`config.mk`:
```
export PLATFORM = sky130hd
export DESIGN_NAME = hit_judge
export DESIGN_NICKNAME = d
export VERILOG_FILES = /design/src/rtl/wam_pkg.sv /design/src/rtl/button_conditioner.sv /design/src/rtl/hit_judge.sv
export SDC_FILE = /design/constraint.sdc
export NUM_CORES = 1
export LEC_CHECK = 0
export BUFFER_PORTS_ARGS = -buffer_cell sky130_fd_sc_hd__buf_2
export CAP_MARGIN = 20
export CORE_UTILIZATION = 50
export CTS_CLUSTER_SIZE = 28
export DETAILED_ROUTE_END_ITERATION = 7
export PLACE_DENSITY = 0.72
export SYNTH_ARGS = -nofsm -noshare
export SYNTH_HDL_FRONTEND = slang
export SYNTH_SLANG_ARGS = --single-unit
export TNS_END_PERCENT = 50
```
`constraint.sdc`:
```
create_clock -name clk -period 3.2 [get_ports clk]
set_input_delay 0.64 -clock clk [delete_from_list [all_inputs] [get_ports clk]]
set_output_delay 0.64 -clock clk [all_outputs]
set_load 0.02 [all_outputs]
```
`src/rtl/wam_pkg.sv`:
```
// Shared types and defaults for the whack-a-mole player-side judge.
package wam_pkg;

  localparam int NUM_HOLES           = 9;
  localparam int LIVES_INIT_DEF      = 3;
  localparam int DEBOUNCE_CYCLES_DEF = 16;

  typedef enum logic [2:0] {
    IDLE,
    WAIT_MOLE,
    ARMED,
    RESOLVED,
    OVER
  } judge_state_t;

  // Lives never wrap below zero.
  function automatic logic [1:0] dec_sat(input logic [1:0] v);
    return (v == 2'd0) ? 2'd0 : v - 2'd1;
  endfunction

endpackage

```
`src/rtl/button_conditioner.sv`:
```
// One button: two-flop synchronizer, optional debounce filter, rising-edge detect.
// Debounce filter is built only when WAM_DEBOUNCE_EN is defined.
module button_conditioner
  import wam_pkg::*;
#(
  parameter int DEBOUNCE_CYCLES = DEBOUNCE_CYCLES_DEF
) (
  input  logic clk,
  input  logic reset,
  input  logic button,
  output logic press
);

  logic sync0;
  logic sync1;
  logic filt;
  logic filt_d;

  always_ff @(posedge clk or negedge reset) begin
    if (!reset) begin
      sync0 <= 1'b0;
      sync1 <= 1'b0;
    end else begin
      sync0 <= button;
      sync1 <= sync0;
    end
  end

`ifdef WAM_DEBOUNCE_EN
  localparam int CNT_W = $clog2(DEBOUNCE_CYCLES + 1);

  logic [CNT_W-1:0] cnt;

  // Flip only after DEBOUNCE_CYCLES consecutive disagreeing samples.
  always_ff @(posedge clk or negedge reset) begin
    if (!reset) begin
      cnt  <= '0;
      filt <= 1'b0;
    end else if (sync1 == filt) begin
      cnt <= '0;
    end else if (cnt == CNT_W'(DEBOUNCE_CYCLES - 1)) begin
      cnt  <= '0;
      filt <= sync1;
    end else begin
      cnt <= cnt + 1'b1;
    end
  end
`else
  assign filt = sync1;
`endif

  always_ff @(posedge clk or negedge reset) begin
    if (!reset) begin
      filt_d <= 1'b0;
    end else begin
      filt_d <= filt;
    end
  end

  assign press = filt & ~filt_d;

endmodule

```
`src/rtl/hit_judge.sv`:
```
// Judges each lit mole as hit or miss from player buttons; keeps score and lives.
// Optional button debounce enabled by defining WAM_DEBOUNCE_EN.
module hit_judge
  import wam_pkg::*;
#(
  parameter int SCORE_W         = 8,
  parameter int LIVES_INIT      = LIVES_INIT_DEF,
  parameter int DEBOUNCE_CYCLES = DEBOUNCE_CYCLES_DEF
) (
  input  logic                 clk,
  input  logic                 reset,
  input  logic                 start,
  input  logic [NUM_HOLES-1:0] lights,
  input  logic [NUM_HOLES-1:0] buttons,
  output logic                 hit,
  output logic                 miss,
  output logic [SCORE_W-1:0]   score,
  output logic [1:0]           lives,
  output logic                 game_over
);

  localparam logic [SCORE_W-1:0] SCORE_MAX  = '1;
  localparam logic [1:0]         LIVES_LOAD = 2'(LIVES_INIT);

  logic [NUM_HOLES-1:0] press;
  logic [NUM_HOLES-1:0] target;
  logic [NUM_HOLES-1:0] target_next;
  logic [SCORE_W-1:0]   score_next;
  logic [1:0]           lives_next;
  logic [1:0]           lives_dec;
  logic                 hit_next;
  logic                 miss_next;
  judge_state_t         state;
  judge_state_t         state_next;

  for (genvar i = 0; i < NUM_HOLES; i++) begin : g_cond
    button_conditioner #(
      .DEBOUNCE_CYCLES(DEBOUNCE_CYCLES)
    ) u_cond (
      .clk   (clk),
      .reset (reset),
      .button(buttons[i]),
      .press (press[i])
    );
  end

  always_ff @(posedge clk or negedge reset) begin
    if (!reset) begin
      state     <= IDLE;
      target    <= '0;
      score     <= '0;
      lives     <= 2'd0;
      hit       <= 1'b0;
      miss      <= 1'b0;
      game_over <= 1'b0;
    end else begin
      state     <= state_next;
      target    <= target_next;
      score     <= score_next;
      lives     <= lives_next;
      hit       <= hit_next;
      miss      <= miss_next;
      game_over <= (state_next == OVER);
    end
  end

  // A correct press wins over a wrong press or a mole dropping in the same cycle.
  always_comb begin
    state_next  = state;
    target_next = target;
    score_next  = score;
    lives_next  = lives;
    hit_next    = 1'b0;
    miss_next   = 1'b0;
    lives_dec   = dec_sat(lives);

    case (state)
      IDLE, OVER: begin
        if (start) begin
          score_next = '0;
          lives_next = LIVES_LOAD;
          state_next = WAIT_MOLE;
        end
      end
      WAIT_MOLE: begin
        if (lights != '0) begin
          target_next = lights;
          state_next  = ARMED;
        end
      end
      ARMED: begin
        if ((press & target) != '0) begin
          hit_next   = 1'b1;
          score_next = (score == SCORE_MAX) ? score : score + 1'b1;
          state_next = RESOLVED;
        end else if ((press != '0) || ((lights & target) == '0)) begin
          miss_next  = 1'b1;
          lives_next = lives_dec;
          state_next = (lives_dec == 2'd0) ? OVER : RESOLVED;
        end
      end
      RESOLVED: begin
        if (lights == '0) begin
          state_next = WAIT_MOLE;
        end
      end
      default: state_next = IDLE;
    endcase
  end

endmodule

```
==> impl_results.html, run 1 <==
<table>
<tr><th>Metric</th><th>Value</th></tr>
<tr><th colspan="2">GRT</th></tr>
<tr><td>Global-route wire length before repair</td><td>6640 um</td></tr>
<tr><td>Number of antenna violations at the first check in global routing</td><td>0</td></tr>
<tr><td>Largest net degree at the start of global routing</td><td>53</td></tr>
<tr><td>Layer with the highest usage</td><td>met2</td></tr>
<tr><td>Global routing usage on met3</td><td>7.41%</td></tr>
<tr><td>Met2 Track Usage GR</td><td>34.9%</td></tr>
<tr><td>Grt ovf</td><td>0</td></tr>
<tr><td>Global-route track usage on met1</td><td>25.2%</td></tr>
<tr><td>Total routing resource utilization after global routing</td><td>21.3%</td></tr>
<tr><td>Vias in the first global route</td><td>1425</td></tr>
<tr><th colspan="2">Floorplan</th></tr>
<tr><td>Starting density of the core</td><td>53.9%</td></tr>
<tr><td>Core Box Area</td><td>0.00377 mm2</td></tr>
<tr><td>Vert. Die Dim</td><td>65.8 um</td></tr>
<tr><td>Width of the chip</td><td>65.8 um</td></tr>
<tr><td>Num rows</td><td>22</td></tr>
<tr><td>Die area</td><td>0.00433 mm2</td></tr>
<tr><td>Number of top-level design ports</td><td>34</td></tr>
<tr><th colspan="2">Yosys</th></tr>
<tr><td>Total number of yosys warnings</td><td>0</td></tr>
<tr><td>Number of storage elements in the synthesis netlist</td><td>52</td></tr>
<tr><td>Cell types with the highest counts after synthesis</td><td>dfrtp_1 (52), nor2b_1 (9), nand2_1 (8)</td></tr>
<tr><td>Mapped Area</td><td>0.00203 mm2</td></tr>
<tr><td>Most used flip-flop cell after synthesis</td><td>dfrtp_1</td></tr>
<tr><td>Proportion of netlist area held by the largest area contributor</td><td>64.0%</td></tr>
<tr><td>Cell with the most instances after synthesis</td><td>dfrtp_1</td></tr>
<tr><td>Count of mapped cells out of synthesis</td><td>155</td></tr>
<tr><td>Cell taking the most area after synthesis</td><td>dfrtp_1</td></tr>
<tr><td>Top post-synthesis cells by area</td><td>dfrtp_1 (64%), mux2_2 (3.9%), nor2b_1 (2.8%)</td></tr>
<tr><td>Share of async-settable or async-resettable flops after synthesis</td><td>100%</td></tr>
<tr><td>Count of flip-flops with a built-in enable after synthesis</td><td>0</td></tr>
<tr><td>Seq/Total Area, Yosys</td><td>64.0%</td></tr>
<tr><td>Count of cell types in the netlist</td><td>43</td></tr>
<tr><td>Avg Synthesized Cell Area</td><td>13.1 um2</td></tr>
<tr><td>Post-Synthesis Net Count</td><td>177</td></tr>
<tr><th colspan="2">Setup path</th></tr>
<tr><td>Cell Chain, Critical Path</td><td>nor2b_1, a222oi_1, nand4_1, a21oi_2, mux2i_1</td></tr>
<tr><td>Capturing element type of the critical path</td><td>flip-flop</td></tr>
<tr><td>Critical Path Source Type</td><td>flip-flop</td></tr>
<tr><td>Critical-path top delay cell</td><td>a222oi_1</td></tr>
<tr><td>CP Data Arrival Time</td><td>2280 ps</td></tr>
<tr><td>Slowest Stage Delay on Critical Path</td><td>620 ps</td></tr>
<tr><td>Worst path required time</td><td>3420 ps</td></tr>
<tr><td>Classification of the worst setup path</td><td>reg2reg</td></tr>
<tr><td>Maximum fanout along the worst path</td><td>5</td></tr>
<tr><th colspan="2">Clock tree</th></tr>
<tr><td>Root Buffer Master</td><td>clkbuf_8</td></tr>
<tr><td>CTS HTree Levels</td><td>2</td></tr>
<tr><td>Reg clk slew, reported paths</td><td>90 ps</td></tr>
<tr><td>Number of buffers on the longest clock path</td><td>2</td></tr>
<tr><td>CTS-repair resized insts</td><td>0</td></tr>
<tr><td>Total CTS buffers</td><td>5</td></tr>
<tr><td>Count of clock tree sinks</td><td>52</td></tr>
<tr><td>Worst-skew pair later-pin latency</td><td>300 ps</td></tr>
<tr><td>CTS tree</td><td>done</td></tr>
<tr><td>Post-CTS Repair Setup Buffers</td><td>0</td></tr>
<tr><td>Hold buffer count at CTS</td><td>0</td></tr>
<tr><th colspan="2">Outcome</th></tr>
<tr><td>Status</td><td>finished clean</td></tr>
<tr><th colspan="2">STA</th></tr>
<tr><td>Setup ws final</td><td>1140 ps</td></tr>
<tr><td>Setup skew after layout</td><td>9.45 ps</td></tr>
<tr><td>Final number of max-transition violations</td><td>0</td></tr>
<tr><td>Final Hold Viols</td><td>0</td></tr>
<tr><td>Highest clock frequency the design can meet</td><td>0.485 GHz</td></tr>
<tr><td>Final critical-path share of the clock period</td><td>64.4%</td></tr>
<tr><td>Setup violation total in the final timing report</td><td>0</td></tr>
<tr><td>Slew at the pin with the worst max-slew slack</td><td>639 ps</td></tr>
<tr><td>Normalized max-slew margin</td><td>57.4%</td></tr>
<tr><td>Total negative setup slack</td><td>0 ps</td></tr>
<tr><td>Min Clock Period, post-route</td><td>2060 ps</td></tr>
<tr><td>Unrepaired setup endpoints after global routing</td><td>false</td></tr>
<tr><th colspan="2">Route</th></tr>
<tr><td>Mean routed wirelength per cell</td><td>15.5 um</td></tr>
<tr><td>Final antenna-violating net count</td><td>0</td></tr>
<tr><td>Vias after detailed routing</td><td>1384</td></tr>
<tr><td>Drt via density</td><td>5.70</td></tr>
<tr><td>Number of DRC violations after detailed routing</td><td>0</td></tr>
<tr><td>DRC violation total after the first TritonRoute iteration</td><td>87</td></tr>
<tr><td>First-pass detailed-route iteration total</td><td>4</td></tr>
<tr><td>Final WL</td><td>3760 um</td></tr>
<tr><th colspan="2">Place</th></tr>
<tr><td>Placed cell count</td><td>235</td></tr>
<tr><td>Dpl cell area</td><td>0.00226 mm2</td></tr>
<tr><td>IO buf count</td><td>33</td></tr>
<tr><td>Worst slack, placed</td><td>914 ps</td></tr>
<tr><td>Weighted congestion at the end of routability-driven global placement</td><td>0.831</td></tr>
<tr><td>Final HPWL from detailed placement</td><td>2810 um</td></tr>
<tr><th colspan="2">Cells and area</th></tr>
<tr><td>Fill cell total of the finished layout</td><td>283</td></tr>
<tr><td>Non-filler instance count after layout</td><td>243</td></tr>
<tr><td>Final Instance Area</td><td>0.00235 mm2</td></tr>
<tr><td>Fin nets</td><td>216</td></tr>
<tr><td>Total area of sequential cells</td><td>0.00130 mm2</td></tr>
<tr><td>Area grow syn2layout</td><td>15.6%</td></tr>
<tr><td>Share of cells above drive strength 1</td><td>28.2%</td></tr>
<tr><td>ANT cells</td><td>0</td></tr>
<tr><td>Total area of multi-input combinational cells</td><td>704 um2</td></tr>
<tr><th colspan="2">Hold path</th></tr>
<tr><td>Classification of the worst-slack hold path</td><td>reg2reg</td></tr>
<tr><th colspan="2">Power</th></tr>
<tr><td>Leakage power figure</td><td>1.10 nW</td></tr>
<tr><td>Worst IR Drop VDD</td><td>0.000408 V</td></tr>
<tr><td>Power per cell area</td><td>769 mW/mm2</td></tr>
<tr><th colspan="2">Flow run</th></tr>
<tr><td>Max-cap check violation count</td><td>0</td></tr>
</table>
## layer usage
layer  part of all wire, %  vias to the layer above  wire [um]
li1                      -                      662          -
met1                    43                      678       1620
met2                    51                       35       1900
met3                   4.2                        9        159
met4                   2.2                        0         81
met5                     0                        -          0
## state kept, by name (all words and copies together) (netlist names)
register	cells
g_cond.u_cond.filt	9
g_cond.u_cond.filt_d	9
g_cond.u_cond.sync0	9
target	9
score	8
state	3
lives	2
game_over	1
hit	1
miss	1
## cell families after synthesis
group	count (synthesis)	synth area share [%]
AOI/OAI and AO/OA	34	13.6
adders and majority gates	1	0.615
and+or+nand+nor	52	15.6
DFF	52	64.0
muxes	9	4.86
buffers and inverters	7	1.35
## area by class of cell
cell class,count,share of cell area (%)
flip-flops and latches,52,55.4
well taps,48,2.56
multi-input cells,96,30.0
clock inverters,2,0.692
repair buffers,35,7.67
clock buffers,6,3.09
inverters,4,0.639
## layout by cell type, fill, tap and decap left out, types with 2 or more instances in the layout
cell type  Yosys  routed
o211ai_1       2       2
and4_1         3       3
or3_1          2       2
o2111ai_1      3       3
mux2i_1        2       2
a222oi_1       2       2
dfrtp_1       52      52
mux2_2         7       7
clkbuf_8       0       5
nor2_1         7       7
buf_2          1      33
a31oi_1        2       2
a22oi_1        2       2
and3b_1        3       3
buf_4          0       2
nor3_1         2       2
a22o_1         4       4
and3_1         2       2
nand3_1        2       2
inv_1          4       4
a32o_1         3       3
a21oi_1        4       4
nand2_1        8       8
nand2b_1       2       2
or4_1          4       4
nand4_1        2       2
o21ai_0        3       3
nor2b_1        9       9
## final timing paths
kind | from | endpoint | slack [ps] | depth (start not counted)
max in group asynchronous | reset | score[4]$_DFFE_PN0P_ | 2360 | 2
worst min-delay path | g_cond[5].u_cond.sync0$_DFF_PN0_ | g_cond[5].u_cond.filt$_DFF_PN0_ | 350 | 0
worst max-delay path | g_cond[4].u_cond.filt$_DFF_PN0_ | lives[0]$_DFFE_PN0P_ | 1140 | 5
worst max register to register | g_cond[4].u_cond.filt$_DFF_PN0_ | lives[0]$_DFFE_PN0P_ | 1140 | 5
min in group asynchronous | reset | g_cond[0].u_cond.sync0$_DFF_PN0_ | 430 | 2
worst min register to register | g_cond[5].u_cond.sync0$_DFF_PN0_ | g_cond[5].u_cond.filt$_DFF_PN0_ | 350 | 0
## per-stage QoR
stage	total power, mW	hold WS [ps]	util, %
final	1.81	355	62.3
after global routing	1.92	364	62.3
after CTS	1.82	357	62.3
after detailed placement	1.46	335	60.0
after global placement	1.43	332	60.0
after floorplan	1.29	331	-
## critical path, delay by kind of cell, from the launching register on
family          cells  cell delay, ps
flops               1             380
mux                 1             210
compound gates      2             890
simple gates        2             500
## power breakdown
group / switching (mW) / leakage, nW / total, mW / internal [mW]
Clock: 0.203 / 0.0414 / 0.358 / 0.156
Sequential: 0.124 / 0.631 / 0.912 / 0.788
Combinational: 0.299 / 0.429 / 0.535 / 0.237
No activity file was read; power rests on OpenSTA's default activity.
==> run 2: changes to the inputs <==
Settings changed: ABC_AREA set to 1, PLACE_DENSITY 0.72 to 0.74.
Clock period 3.2 ns to 1.8 ns, I/O delays scaled along.
==> run 2 against run 1 <==
Flip-flop and latch count unchanged. Area after synthesis up 8.2%. Critical path depth up 4. Critical endpoint is now score[2]$_DFFE_PN0P_. Largest cell class unchanged. Highest routed layer unchanged.
==> impl_results.html, run 2 <==
<table>
<tr><th>Metric</th><th>Value</th></tr>
<tr><th colspan="2">Yosys</th></tr>
<tr><td>Count of mapped cells out of synthesis</td><td>249</td></tr>
<tr><td>Share of async-settable or async-resettable flops after synthesis</td><td>100%</td></tr>
<tr><td>Count of flip-flops with a built-in enable after synthesis</td><td>0</td></tr>
<tr><td>Avg Synthesized Cell Area</td><td>8.84 um2</td></tr>
<tr><td>Number of storage elements in the synthesis netlist</td><td>52</td></tr>
<tr><td>Cell types with the highest counts after synthesis</td><td>nand2_1 (77), dfrtp_1 (52), inv_1 (35)</td></tr>
<tr><td>Cell with the most instances after synthesis</td><td>nand2_1</td></tr>
<tr><td>Proportion of netlist area held by the largest area contributor</td><td>59.1%</td></tr>
<tr><td>Count of cell types in the netlist</td><td>25</td></tr>
<tr><td>Top post-synthesis cells by area</td><td>dfrtp_1 (59%), nand2_1 (13%), inv_1 (6.0%)</td></tr>
<tr><td>Cell taking the most area after synthesis</td><td>dfrtp_1</td></tr>
<tr><td>Post-Synthesis Net Count</td><td>271</td></tr>
<tr><td>Total number of yosys warnings</td><td>0</td></tr>
<tr><td>Most used flip-flop cell after synthesis</td><td>dfrtp_1</td></tr>
<tr><td>Seq/Total Area, Yosys</td><td>59.1%</td></tr>
<tr><td>Mapped Area</td><td>0.00220 mm2</td></tr>
<tr><th colspan="2">STA</th></tr>
<tr><td>Setup violation total in the final timing report</td><td>0</td></tr>
<tr><td>Setup skew after layout</td><td>6.49 ps</td></tr>
<tr><td>Highest clock frequency the design can meet</td><td>0.637 GHz</td></tr>
<tr><td>Normalized max-slew margin</td><td>76.1%</td></tr>
<tr><td>Final number of max-transition violations</td><td>0</td></tr>
<tr><td>Total negative setup slack</td><td>0 ps</td></tr>
<tr><td>Setup ws final</td><td>231 ps</td></tr>
<tr><td>Worst Hold Margin</td><td>19.4 ps</td></tr>
<tr><td>Final critical-path share of the clock period</td><td>87.2%</td></tr>
<tr><td>Unrepaired setup endpoints after global routing</td><td>false</td></tr>
<tr><td>Slew at the pin with the worst max-slew slack</td><td>358 ps</td></tr>
<tr><td>Final Hold Viols</td><td>0</td></tr>
<tr><td>Min Clock Period, post-route</td><td>1570 ps</td></tr>
<tr><th colspan="2">Power</th></tr>
<tr><td>P_int</td><td>2.06 mW</td></tr>
<tr><td>Share of power burned in the clock network</td><td>19.8%</td></tr>
<tr><td>Reg power frac</td><td>47.0%</td></tr>
<tr><td>Worst IR Drop VDD</td><td>0.000676 V</td></tr>
<tr><td>Proportion of power drawn by combinational gates</td><td>33.2%</td></tr>
<tr><td>Power per cell area</td><td>1320 mW/mm2</td></tr>
<tr><td>Proportion of total power due to net switching</td><td>38.2%</td></tr>
<tr><td>Leakage power figure</td><td>1.40 nW</td></tr>
<tr><td>Overall Power</td><td>3.33 mW</td></tr>
<tr><td>Net Switching</td><td>1.27 mW</td></tr>
<tr><th colspan="2">Floorplan</th></tr>
<tr><td>Starting density of the core</td><td>53.5%</td></tr>
<tr><td>Num rows</td><td>23</td></tr>
<tr><td>Vert. Die Dim</td><td>68.3 um</td></tr>
<tr><td>Width of the chip</td><td>68.3 um</td></tr>
<tr><td>Die area</td><td>0.00467 mm2</td></tr>
<tr><td>Core Box Area</td><td>0.00412 mm2</td></tr>
<tr><td>Number of top-level design ports</td><td>34</td></tr>
<tr><th colspan="2">Flow run</th></tr>
<tr><td>Max-cap check violation count</td><td>0</td></tr>
<tr><th colspan="2">Clock tree</th></tr>
<tr><td>CTS HTree Levels</td><td>2</td></tr>
<tr><td>Worst-skew pair later-pin latency</td><td>300 ps</td></tr>
<tr><td>Post-CTS Repair Setup Buffers</td><td>0</td></tr>
<tr><td>Hold buffer count at CTS</td><td>0</td></tr>
<tr><td>Reg clk slew, reported paths</td><td>90 ps</td></tr>
<tr><td>Number of buffers on the longest clock path</td><td>2</td></tr>
<tr><td>CTS-repair resized insts</td><td>0</td></tr>
<tr><td>Root Buffer Master</td><td>clkbuf_8</td></tr>
<tr><td>Count of clock tree sinks</td><td>52</td></tr>
<tr><td>CTS tree</td><td>done</td></tr>
<tr><td>Total CTS buffers</td><td>5</td></tr>
<tr><th colspan="2">Hold path</th></tr>
<tr><td>Classification of the worst-slack hold path</td><td>in2async</td></tr>
<tr><th colspan="2">Setup path</th></tr>
<tr><td>CP Data Arrival Time</td><td>1810 ps</td></tr>
<tr><td>Worst path required time</td><td>2040 ps</td></tr>
<tr><td>Capturing element type of the critical path</td><td>flip-flop</td></tr>
<tr><td>Classification of the worst setup path</td><td>reg2reg</td></tr>
<tr><td>Critical Path Source Type</td><td>flip-flop</td></tr>
<tr><td>Maximum fanout along the worst path</td><td>13</td></tr>
<tr><th colspan="2">GRT</th></tr>
<tr><td>Grt ovf</td><td>0</td></tr>
<tr><td>Global-route wire length before repair</td><td>6690 um</td></tr>
<tr><td>Vias in the first global route</td><td>1502</td></tr>
<tr><td>Total routing resource utilization after global routing</td><td>20.4%</td></tr>
<tr><td>Largest net degree at the start of global routing</td><td>53</td></tr>
<tr><td>Number of antenna violations at the first check in global routing</td><td>0</td></tr>
<tr><th colspan="2">Route</th></tr>
<tr><td>Final antenna-violating net count</td><td>0</td></tr>
<tr><td>First-pass detailed-route iteration total</td><td>4</td></tr>
<tr><td>Vias after detailed routing</td><td>1640</td></tr>
<tr><td>Mean routed wirelength per cell</td><td>11.4 um</td></tr>
<tr><td>Final WL</td><td>3890 um</td></tr>
<tr><td>DRC violation total after the first TritonRoute iteration</td><td>78</td></tr>
<tr><td>Drt via density</td><td>4.82</td></tr>
<tr><td>Number of DRC violations after detailed routing</td><td>0</td></tr>
<tr><th colspan="2">Place</th></tr>
<tr><td>Worst slack, placed</td><td>263 ps</td></tr>
<tr><td>Dpl cell area</td><td>0.00244 mm2</td></tr>
<tr><td>Weighted congestion at the end of routability-driven global placement</td><td>0.805</td></tr>
<tr><td>Placed cell count</td><td>332</td></tr>
<tr><td>Final HPWL from detailed placement</td><td>2900 um</td></tr>
<tr><td>IO buf count</td><td>33</td></tr>
<tr><th colspan="2">Outcome</th></tr>
<tr><td>Status</td><td>finished clean</td></tr>
<tr><th colspan="2">Cells and area</th></tr>
<tr><td>Post-layout util</td><td>61.6%</td></tr>
<tr><td>ANT cells</td><td>0</td></tr>
<tr><td>Area grow syn2layout</td><td>15.1%</td></tr>
<tr><td>Fin nets</td><td>311</td></tr>
<tr><td>Commonest cells after routing, fill and taps aside</td><td>nand2_1 (77), dfrtp_1 (52), inv_1 (35), buf_2 (33), nand3_1 (23)</td></tr>
<tr><td>Final Instance Area</td><td>0.00253 mm2</td></tr>
<tr><td>Share of cells above drive strength 1</td><td>18.6%</td></tr>
<tr><td>Leading cell type in the layout, fill and taps excluded</td><td>nand2_1</td></tr>
<tr><td>Non-filler instance count after layout</td><td>340</td></tr>
<tr><td>Fill cell total of the finished layout</td><td>342</td></tr>
</table>
## run 2: changes by cell type in the layout (fill, tap and decap cells not counted), sizes merged, moves of 9 or more
cell	delta
o21ai	+14
nand2	+70
nand3	+22
nor2b	-9
nor2	+12
inv	+33
## run 2: final cells by class
class / instances / area (um2) / share of cell area, %
clock buffer: 5 / 68.8 / 2.72
clock inverter: 3 / 22.5 / 0.889
inverter: 36 / 135 / 5.33
multi-input combinational: 158 / 743 / 29.3
sequential: 52 / 1300 / 51.4
tap: 50 / 62.6 / 2.47
timing repair buffer: 36 / 200 / 7.90
## run 2: critical path, stage by stage, from the launching register on
cell and delay [ps]:
dfrtp_1 400, ha_1 220, nand3_2 100, nor2_1 90
nand2_1 90, o21ai_2 140, nand2_2 100, o21ai_4 170
nand2_1 110, o21ai_2 70
## run 2: path summary, 6_finish.rpt
| check | from | to | slack, ps | cells after the start |
|---|---|---|---|---|
| max | score[0]$_DFFE_PN0P_ | score[2]$_DFFE_PN0P_ | 230 | 9 |
| min | reset | g_cond[8].u_cond.filt$_DFF_PN0_ | 20 | 2 |
| max reg2reg | score[0]$_DFFE_PN0P_ | score[2]$_DFFE_PN0P_ | 230 | 9 |
| min reg2reg | g_cond[0].u_cond.sync0$_DFF_PN0_ | g_cond[0].u_cond.filt$_DFF_PN0_ | 350 | 0 |
| max in group asynchronous | reset | target[8]$_DFFE_PN0P_ | 1540 | 2 |
| min in group clk | buttons[0] | g_cond[0].u_cond.sync0$_DFF_PN0_ | 150 | 1 |
## run 2: kinds of logic after synthesis
kind of cell    after synthesis  share of synthesized area (%)
fa+ha+maj                     1                          0.568
flops                        52                           59.1
compound gates               23                           6.65
xor+xnor                      3                           1.19
buf+inv                      39                           7.11
simple gates                131                           25.4
## run 2: per-layer routing
layer  global-route usage, %  vias to the layer above  routed length, um
met5                       0                        -                  0
met4                    8.33                        0                 46
met3                    5.50                        4                186
met2                    31.0                       46               1790
met1                    27.6                      734               1860
li1                        -                      856                  -
## run 2: power groups by stage
| stage | sequential, mW | clock, mW | combinational, mW |
|---|---|---|---|
| 2_1_floorplan | 1.64 | 0 | 0.768 |
| 3_3_place_gp | 1.58 | 0 | 1.09 |
| 3_5_place_dp | 1.59 | 0 | 1.11 |
| 4_1_cts | 1.57 | 0.687 | 1.12 |
| 5_1_grt | 1.60 | 0.737 | 1.28 |
| 6_report | 1.57 | 0.660 | 1.11 |
==> run 3: changes to the inputs <==
Settings changed: CORE_UTILIZATION 50 to 30, PLACE_DENSITY 0.74 to unset.
==> run 3 against run 2 <==
Clock skew increased by 1.2 ps. Clock power shrank 1%. Combinational power is 5% higher. Wire length is 5.0% higher. Power is 1.2% higher. Critical path depth decreased by 2. Hold slack gained 19 ps. Largest power group unchanged. Global-route usage decreased by 8.2 points. Largest cell class unchanged. Die area grew 64%.
==> impl_results.html, run 3 (synthesis results as in run 2) <==
<table>
<tr><th>Metric</th><th>Value</th></tr>
<tr><th colspan="2">Cells and area</th></tr>
<tr><td>Fin nets</td><td>313</td></tr>
<tr><td>Area grow syn2layout</td><td>18.3%</td></tr>
<tr><td>Leading cell type in the layout, fill and taps excluded</td><td>nand2_1</td></tr>
<tr><td>Share of cells above drive strength 1</td><td>18.8%</td></tr>
<tr><td>ANT cells</td><td>0</td></tr>
<tr><td>Fill cell total of the finished layout</td><td>721</td></tr>
<tr><td>Commonest cells after routing, fill and taps aside</td><td>nand2_1 (77), dfrtp_1 (52), inv_1 (35), buf_2 (33), nand3_1 (23)</td></tr>
<tr><th colspan="2">Place</th></tr>
<tr><td>Weighted congestion at the end of routability-driven global placement</td><td>0.810</td></tr>
<tr><td>Worst slack, placed</td><td>209 ps</td></tr>
<tr><td>IO buf count</td><td>33</td></tr>
<tr><td>Final HPWL from detailed placement</td><td>3000 um</td></tr>
<tr><th colspan="2">Power</th></tr>
<tr><td>Worst IR Drop VDD</td><td>0.000413 V</td></tr>
<tr><td>Power per cell area</td><td>1300 mW/mm2</td></tr>
<tr><td>Leakage power figure</td><td>1.40 nW</td></tr>
<tr><th colspan="2">Floorplan</th></tr>
<tr><td>Core Box Area</td><td>0.00694 mm2</td></tr>
<tr><td>Vert. Die Dim</td><td>87.7 um</td></tr>
<tr><td>Number of top-level design ports</td><td>34</td></tr>
<tr><td>Width of the chip</td><td>87.7 um</td></tr>
<tr><td>Die area</td><td>0.00768 mm2</td></tr>
<tr><td>Num rows</td><td>30</td></tr>
<tr><td>Starting density of the core</td><td>31.7%</td></tr>
<tr><th colspan="2">Route</th></tr>
<tr><td>First-pass detailed-route iteration total</td><td>4</td></tr>
<tr><td>DRC violation total after the first TritonRoute iteration</td><td>175</td></tr>
<tr><td>Final WL</td><td>4080 um</td></tr>
<tr><td>Final antenna-violating net count</td><td>0</td></tr>
<tr><td>Vias after detailed routing</td><td>1662</td></tr>
<tr><td>Mean routed wirelength per cell</td><td>10.5 um</td></tr>
<tr><td>Number of DRC violations after detailed routing</td><td>0</td></tr>
<tr><td>Drt via density</td><td>4.28</td></tr>
<tr><th colspan="2">STA</th></tr>
<tr><td>Min Clock Period, post-route</td><td>1590 ps</td></tr>
<tr><td>Normalized max-slew margin</td><td>75.6%</td></tr>
<tr><td>Setup skew after layout</td><td>7.73 ps</td></tr>
<tr><td>Setup violation total in the final timing report</td><td>0</td></tr>
<tr><td>Unrepaired setup endpoints after global routing</td><td>false</td></tr>
<tr><td>Slew at the pin with the worst max-slew slack</td><td>365 ps</td></tr>
<tr><td>Highest clock frequency the design can meet</td><td>0.629 GHz</td></tr>
<tr><td>Final number of max-transition violations</td><td>0</td></tr>
<tr><td>Setup ws final</td><td>209 ps</td></tr>
<tr><td>Total negative setup slack</td><td>0 ps</td></tr>
<tr><td>Final Hold Viols</td><td>0</td></tr>
<tr><td>Final critical-path share of the clock period</td><td>88.4%</td></tr>
<tr><th colspan="2">Clock tree</th></tr>
<tr><td>Count of clock tree sinks</td><td>52</td></tr>
<tr><td>Worst-skew pair later-pin latency</td><td>300 ps</td></tr>
<tr><td>CTS-repair resized insts</td><td>0</td></tr>
<tr><td>Root Buffer Master</td><td>clkbuf_8</td></tr>
<tr><td>Hold buffer count at CTS</td><td>0</td></tr>
<tr><td>Reg clk slew, reported paths</td><td>100 ps</td></tr>
<tr><td>CTS tree</td><td>done</td></tr>
<tr><td>Number of buffers on the longest clock path</td><td>2</td></tr>
<tr><td>Total CTS buffers</td><td>5</td></tr>
<tr><td>CTS HTree Levels</td><td>2</td></tr>
<tr><th colspan="2">GRT</th></tr>
<tr><td>Largest net degree at the start of global routing</td><td>53</td></tr>
<tr><td>Number of antenna violations at the first check in global routing</td><td>0</td></tr>
<tr><td>Total routing resource utilization after global routing</td><td>12.2%</td></tr>
<tr><td>Vias in the first global route</td><td>1553</td></tr>
<tr><td>Grt ovf</td><td>0</td></tr>
<tr><td>Global-route wire length before repair</td><td>7200 um</td></tr>
<tr><th colspan="2">Flow run</th></tr>
<tr><td>Max-cap check violation count</td><td>0</td></tr>
<tr><th colspan="2">Setup path</th></tr>
<tr><td>Critical Path Source Type</td><td>flip-flop</td></tr>
<tr><td>Maximum fanout along the worst path</td><td>13</td></tr>
<tr><td>Classification of the worst setup path</td><td>reg2reg</td></tr>
<tr><td>Worst path required time</td><td>2030 ps</td></tr>
<tr><td>Capturing element type of the critical path</td><td>flip-flop</td></tr>
<tr><td>CP Data Arrival Time</td><td>1820 ps</td></tr>
<tr><td>Number of cells on the worst reg-to-reg path</td><td>7</td></tr>
<tr><th colspan="2">Outcome</th></tr>
<tr><td>Status</td><td>finished clean</td></tr>
<tr><th colspan="2">Hold path</th></tr>
<tr><td>Classification of the worst-slack hold path</td><td>in2async</td></tr>
</table>
[run 3: worst paths after layout]
kind | to | start | slack (ps)
max in group asynchronous | hit$_DFF_PN0_ | reset | 1540
setup reg to reg | score[2]$_DFFE_PN0P_ | g_cond[6].u_cond.filt$_DFF_PN0_ | 210
min in group clk | g_cond[7].u_cond.sync0$_DFF_PN0_ | buttons[7] | 150
hold / removal | g_cond[4].u_cond.filt_d$_DFF_PN0_ | reset | 40
hold reg to reg | g_cond[2].u_cond.filt$_DFF_PN0_ | g_cond[2].u_cond.sync0$_DFF_PN0_ | 350
setup / recovery | score[2]$_DFFE_PN0P_ | g_cond[6].u_cond.filt$_DFF_PN0_ | 210
[run 3: final cells by class]
| class | instances | area [um2] | area share [%] |
|---|---|---|---|
| Sequential cell | 52 | 1300 | 50.0 |
| Tap cell | 96 | 120 | 4.61 |
| Clock inverter | 2 | 16.3 | 0.625 |
| Clock buffer | 6 | 72.6 | 2.79 |
| Multi-Input combinational cell | 158 | 743 | 28.5 |
| Inverter | 36 | 135 | 5.19 |
| Timing Repair Buffer | 38 | 215 | 8.27 |
[run 3: layer usage]
| metal | GRT usage (%) | vias to the layer above | part of all wire [%] |
|---|---|---|---|
| met4 | 4.77 | 0 | 1.9 |
| met2 | 19.2 | 32 | 47 |
| met3 | 2.83 | 7 | 4.0 |
| met1 | 16.4 | 764 | 47 |
| met5 | 0 | - | 0 |
| li1 | - | 859 | - |
[run 3: what timing repair did]
| action | 4_1_cts | 5_1_grt |
|---|---|---|
| setup endpoints to repair | 0 | 1 |
| buffers inserted | 0 | 2 |
| endpoints found under the hold margin | 0 | 0 |
[run 3: worst max-delay path: stages, from the launching register on]
cell	delay, ps
dfrtp_1	410
nand3_1	100
nand2_1	60
nor2_1	150
nand3_1	230
o21ai_4	390
nand2_1	110
o21ai_2	70
[run 3: report_power, final]
group	switching (mW)	total [mW]	leakage [nW]	internal, mW
combinational	0.748	1.16	0.728	0.411
sequential	0.167	1.56	0.635	1.40
clock	0.374	0.651	0.0414	0.277
[run 3: stage by stage]
stage	total power, mW	cell area [um2]	hold slack [ps]	utilization [%]	cells
after global placement	2.69	2500	331	36.0	378
final	3.37	2600	37.9	37.5	388
after floorplan	2.41	2200	64.4	-	249
after CTS	3.37	2590	42.6	37.3	386
after global routing	3.65	2600	53.1	37.5	388
after detailed placement	2.72	2500	335	36.0	378
